--- src/rtl/sbox_word_seq.sv ---
// Bytewise GF(2^8) inversion of a 32-bit word through one shared external inverter.
// The word's bytes go to the inverter one after another, each held INV_LAT+1 cycles.
module sbox_word_seq #(
  parameter int INV_LAT = 0
) (
  input  logic        clk,
  input  logic        reset_n,
  input  logic        start_i,
  input  logic        clear_i,
  input  logic [31:0] word_i,
  output logic        busy_o,
  output logic        done_o,
  output logic [31:0] word_o,
  output logic [7:0]  inv_byte_o,
  input  logic [7:0]  inv_byte_i,
  output logic [1:0]  state_o
);

  // Handshake: start_i is taken only in IDLE with clear_i low; the word is
  // captured then, and done_o pulses once when word_o holds the full result.
  typedef enum logic [1:0] {
    ST_IDLE = 2'd0,
    ST_RUN  = 2'd1,
    ST_DONE = 2'd2
  } state_t;

  localparam logic [1:0] LAST_WAIT = 2'(INV_LAT);

  state_t      state_q, state_d;
  logic [31:0] src_q, src_d;
  logic [31:0] res_q, res_d;
  logic [31:0] word_q, word_d;
  logic [1:0]  idx_q, idx_d;
  logic [1:0]  wait_q, wait_d;
  logic        busy_q, busy_d;
  logic        done_q, done_d;
  logic [7:0]  inv_q, inv_d;
  logic [1:0]  idx_nxt;

  assign idx_nxt = idx_q + 2'd1;

  always_comb begin
    state_d = state_q;
    src_d   = src_q;
    res_d   = res_q;
    word_d  = word_q;
    idx_d   = idx_q;
    wait_d  = wait_q;
    busy_d  = busy_q;
    done_d  = 1'b0;
    inv_d   = inv_q;
    case (state_q)
      ST_IDLE: begin
        busy_d = 1'b0;
        inv_d  = 8'h00;
        if (start_i && !clear_i) begin
          state_d = ST_RUN;
          src_d   = word_i;
          idx_d   = 2'd0;
          wait_d  = 2'd0;
          busy_d  = 1'b1;
          inv_d   = word_i[7:0];
        end
      end
      ST_RUN: begin
        if (clear_i) begin
          state_d = ST_IDLE;
          idx_d   = 2'd0;
          wait_d  = 2'd0;
          busy_d  = 1'b0;
          inv_d   = 8'h00;
        end else if (wait_q == LAST_WAIT) begin
          // inv_byte_i has settled for the byte held since the last advance
          res_d[{idx_q, 3'b000} +: 8] = inv_byte_i;
          wait_d = 2'd0;
          if (idx_q == 2'd3) begin
            state_d = ST_DONE;
            word_d  = {inv_byte_i, res_q[23:0]};
            done_d  = 1'b1;
            inv_d   = 8'h00;
            idx_d   = 2'd0;
          end else begin
            idx_d = idx_nxt;
            inv_d = src_q[{idx_nxt, 3'b000} +: 8];
          end
        end else begin
          wait_d = wait_q + 2'd1;
        end
      end
      ST_DONE: begin
        state_d = ST_IDLE;
        busy_d  = 1'b0;
        inv_d   = 8'h00;
      end
      default: begin
        state_d = ST_IDLE;
        busy_d  = 1'b0;
        inv_d   = 8'h00;
        idx_d   = 2'd0;
        wait_d  = 2'd0;
      end
    endcase
  end

  always_ff @(posedge clk or negedge reset_n) begin
    if (!reset_n) begin
      state_q <= ST_IDLE;
      src_q   <= '0;
      res_q   <= '0;
      word_q  <= '0;
      idx_q   <= '0;
      wait_q  <= '0;
      busy_q  <= 1'b0;
      done_q  <= 1'b0;
      inv_q   <= 8'h00;
    end else begin
      state_q <= state_d;
      src_q   <= src_d;
      res_q   <= res_d;
      word_q  <= word_d;
      idx_q   <= idx_d;
      wait_q  <= wait_d;
      busy_q  <= busy_d;
      done_q  <= done_d;
      inv_q   <= inv_d;
    end
  end

  assign busy_o     = busy_q;
  assign done_o     = done_q;
  assign word_o     = word_q;
  assign inv_byte_o = inv_q;
  assign state_o    = state_q;

endmodule

--- config.mk ---
export PLATFORM = sky130hd
export DESIGN_NAME = sbox_word_seq
export DESIGN_NICKNAME = d
export VERILOG_FILES = /design/src/rtl/sbox_word_seq.sv
export SDC_FILE = /design/constraint.sdc
export NUM_CORES = 1
export LEC_CHECK = 0
export ABC_CLOCK_PERIOD_IN_PS = 6000
export CELL_PAD_IN_SITES_DETAIL_PLACEMENT = 1
export CELL_PAD_IN_SITES_GLOBAL_PLACEMENT = 1
export CORE_MARGIN = 2
export CORE_UTILIZATION = 45
export DETAILED_ROUTE_END_ITERATION = 8
export MAX_ROUTING_LAYER = met4
export PLACE_DENSITY = 0.95
export SLEW_MARGIN = 0
export SYNTH_ARGS = -nofsm -noshare
export SYNTH_HDL_FRONTEND = slang
export SYNTH_SLANG_ARGS = --single-unit
--- constraint.sdc ---
create_clock -name clk -period 6 [get_ports clk]
set_input_delay 1.5 -clock clk [delete_from_list [all_inputs] [get_ports clk]]
set_output_delay 1.5 -clock clk [all_outputs]
set_load 0.02 [all_outputs]
==> Yosys cells after proc, flatten, opt, wreduce, memory -nomap -nowiden <==
Index checks and enable logic that the tools add are counted.
{ "word_totals": {"mem_bits_rw": 0, "word_cells": 60, "input_bits": 44, "mem_count": 0, "output_inout_bits": 44, "romBits": 0, "latch_bits": 0, "register_bits": 112} }
{ "op_classes": {"n_reduce_logical": 10, "mul": 0, "magnitude_cmp": 0, "n_eq_ne": 7, "n_addsub": 3, "muxes": 26, "shifts": 3, "bitwise": 2, "div": 0} }
{ "op_table": {"columns": ["operator", "count"], "rows": [
  ["$bwmux W32", 1],
  ["$mux W8", 4],
  ["$shift A8 B7 Y32 const A", 1],
  ["$shiftx A32 B6 Y8", 1],
  ["$shiftx A8 B7 Y32", 1],
  ["$mux W2", 10],
  ["$pmux W8 S2", 1],
  ["$pmux W2 S3", 2],
  ["$reduce_and A3 Y1", 3],
  ["$neg A5 Y7", 1],
  ["$mux W1", 6],
  ["$ne A3 B3 Y1 const B", 2],
  ["$add A2 B1 Y2 const B", 2],
  ["$eq A2 B2 Y1 const B", 2],
  ["$logic_not A2 Y1", 2],
  ["$ne A2 B2 Y1 const B", 2],
  ["$pmux W2 S2", 1],
  ["$reduce_and A2 Y1", 2],
  ["$reduce_and A4 Y1", 1],
  ["$eq A2 B1 Y1 const B", 1],
  ["$not A1 Y1", 2],
  ["$pmux W1 S2", 1],
  ["$logic_and A1 B1 Y1", 1],
  ["$logic_not A1 Y1", 1]
]} }

==> Longest topological paths before layout <==
{ "logic_depth": {"word_depth": 6, "mapped_depth": 8, "depth_no_buf": 6} }

==> Worst setup path after synthesis <==
OpenSTA, ideal clock, no wires.
{ "synth_timing": {"path_kind": "in2reg", "startpoint": "input clear_i", "endpoint": "register word_q[10] (netlist: word_o[10])", "t_required_ns": 5.875, "arrival_ns": 2.513, "slack_ns": 3.362, "stages": 6, "setup_ns": 0.125, "path_buffers": 2, "cell_sequence": "and4bb_1 buf_4 nand2_4 inv_4 buf_6 mux2_4"} }
{ "synth_between": {"elab_chain_len": 2} }
{ "synth_rtl": {"columns": ["item", "line_no", "text"], "rows": [
  ["start, declared", "9", "input logic clear_i,"],
  ["$not A1 Y1 (no line)", null, null],
  ["$reduce_and A4 Y1 (no line)", null, null],
  ["end signal, assigned", "120", "word_q <= word_d;"],
  ["end, declared", "32", "logic [31:0] word_q, word_d;"]
]} }
Every way passes these cells.
A chain may end at the register's enable or synchronous reset.

==> Worst setup path after layout <==
{ "layout_timing": {"startpoint": "input clear_i", "endpoint": "register word_q[0] (netlist: word_o[0])"} }
Same word-level chain as after synthesis.

==> results.md <==
- Post-synth cell types: 33
- DRC Markers: 0
- RePlAce Congestion: 0.8106
- FP Rows: 36
- Ports: 88
- # setup viols final: 0
- Core Area: 0.009774 sq mm
- Drt total wl: approximately 11,000 um
- Final Non-Filler Cells: 543
- RSZ-0062 raised after global routing: false
- Hold depth: 1
- Hold_buf cts: 0
- Max transition margin: 32.61%
- CTS tree: built
- Die span in x: 104.3 um
- Die area: approximately 0.011 sq mm
- Synth Area in Simple Gates: around 7.7%
- CP cell instances: clkdlybuf4s50_1 > and4bb_1 > nand2_4 > inv_4 > mux2_2
- Port buffer count: 87
- Crit path largest cell delay: 1.00 ns
- Post-Route Skew: 0.01208 ns
- Final antenna diode count: 0
- Critical path fanouts, max: 29
- Vias in the first global route: 3,295
- Final hold violations: 0
- Critical Path End Type: register
- Post-CTS Resized: 0
- CTS max path bufs: 2
- Buffers inserted by post-CTS timing repair: 0
- WP data required: 6.25 ns
- Post-DP HPWL: about 7700 um
- Power per cell area: 323.8 mW/mm^2
- Clock Sinks: ~100
- CTS Buf Count: 9
- Critical path startpoint category: primary input
- Tightest Hold Check Type: reg -> reg
- LEAKAGE: 2.477 nW
- Final worst-path cycle share: 64.40%
- Hold Path End: wait_q[0]$_DFFE_PN0P_
- Crit path arrival time: 4.12 ns
- Max Clk Rate: ~0.26 GHz
- Max_cap viols: 0
- Syn Nets: 378
- Worst Max-Slew Pin Slew: 1.011 ns
- Final nets: 456
- R2R Setup Slk: between 3 and 4 ns
- Clock Latency Late Sink: 0.37 ns
- GRT Residual Overflow: 0
- Placed cell count: around 530
- Clock root buffer: clkbuf_8
- Register bit total from synthesis: around 100
- Final Total Pwr: 1.828 mW
- Ys flop type: dfrtp_1
- Status: completed
- Util after Layout: 57.74%
- GRT Total Usage: 21.03%
- H-tree levels: 3
- WL per Instance: 19.35 um
- Warning count from the yosys run: 0
- Starting DRT DRC Count: 86
- Worst R2R End: word_o[0]$_DFFE_PN0P_
- Critical path type: in -> reg
- ANT nets after route: 0
- Die Y-Extent: ~100 um
- Clock-pin transition on the worst setup and hold timing paths: 0.09 ns
- HP Start: wait_q[0]$_DFFE_PN0P_
- FF-to-FF Start: wait_q[0]$_DFFE_PN0P_
- Initial core utilization: 46.29%
- Via count: 2,916
- R2R depth: 6
- Initial antenna violation count: 0
- Post-synthesis mux area share: between 20% and 30%
- Ys async rst share: 100.0%
- Global-route wire length before repair: 17,390 um
- Synth Area in Adders: 1.936%
- Mapped Cells: 327
- DR pass1 iterations: 5
- Syn avg cell area: 13.84 sq um
- IR drop worst, VDD: 137.7 uV
- Ratio of cells with drive above 1 in the final layout: 21.46%
- Largest family of logic cells by synthesized area: multiplexers
- Crit-path slowest cell: and4bb_1
- Crit path time final: 3.864 ns
- Compound-cell area share of the yosys netlist: 5.503%
- Max-slew violations: 0
- EDFF count, synth: 0
- Most frequent cells in the layout: dfrtp_1 (104), clkdlybuf4s50_1 (86), mux2_2 (35), inv_1 (29), o21ai_0 (25)
- Largest net degree at the start of global routing: 64
- Commonest non-fill, non-tap cell in the layout: dfrtp_1
- Setup TNS: 0 ns
- Layout overhead on the synthesized area: 24.75%
- XOR/XNOR share of the synthesized area: 0%
- Seq/Total Area, Yosys: 57.52%
- Vias/cell: ~5.4
- Synth Cell Area: 0.004524 sq mm
==> metal layers <==
metal,vias up,GRT usage [%],part of all wire (%)
li1,1317,-,-
met1,1473,24.15,40
met2,102,35.25,52
met3,24,6.516,5.8
met4,0,6.757,2.0
met5,-,-,0
==> cell families after synthesis <==
logic type,after synthesis
AO/OA/AOI/OAI,39
buffers and inverters,52
AND/OR/NAND/NOR,50
multiplexers,75
adder cells (fa/ha/maj),7
flip-flops,104
==> per-stage QoR <==
stage          setup WS [ns]  cell area (sq um)  hold slack, ns
6_report               2.136               5644          0.5089
5_1_grt                1.967               5644          0.5311
4_1_cts                2.151               5644          0.5115
3_5_place_dp           1.785               5461          0.4887
3_3_place_gp           1.941               5461          0.4680
2_1_floorplan          3.362               4524          0.4524
==> critical path: cells and delay by family <==
kind                   cells  cell delay (ns)
AND/OR/NAND/NOR            2             1.28
buffers and inverters      2             0.92
multiplexers               1             0.39
==> synthesized netlist by cell type, types with 7 or more instances <==
master	n	area (sq um)
a221o_1	8	80.08
mux2_2	35	394.1
inv_1	29	108.9
mux2_4	19	285.3
nand4_1	24	150.1
dfrtp_1	104	2603
ha_1	7	87.58
clkbuf_1	11	41.29
and2_1	11	68.82
mux2_1	10	112.6
o21ai_0	25	125.1
mux4_2	8	180.2
==> cell type report <==
class	instances	area [sq um]
clock inverter	5	41.29
sequential	104	2603
tap	133	166.4
fill	987	4130
clock buffer	11	141.4
inverter	30	115.1
multi-input combinational	171	1694
timing repair buffer	89	883.3
==> sequential cells by signal, indices dropped and copies added (netlist names) <==
register / cells
busy_o: 1
done_o: 1
idx_q: 2
inv_byte_o: 8
res_q: 24
src_q: 32
state_o: 2
wait_q: 2
word_o: 32
==> report_power, final <==
| part | switching, mW | internal [mW] |
|---|---|---|
| clock | 0.242 | 0.165 |
| sequential | 0.102 | 0.854 |
| combinational | 0.214 | 0.250 |
| total | 0.558 | 1.27 |
==> worst max-delay path by stage <==
stage	from	endpoint	slack, ns	depth (start not counted)
2_1_floorplan	clear_i	word_o[10]$_DFFE_PN0P_	3.36	6
3_3_place_gp	clear_i	word_o[2]$_DFFE_PN0P_	1.94	5
5_1_grt	clear_i	word_o[0]$_DFFE_PN0P_	1.97	5
3_5_place_dp	clear_i	word_o[0]$_DFFE_PN0P_	1.79	5
6_report	clear_i	word_o[0]$_DFFE_PN0P_	2.14	5
4_1_cts	clear_i	word_o[0]$_DFFE_PN0P_	2.15	5
No activity file was read; power rests on OpenSTA's default activity.
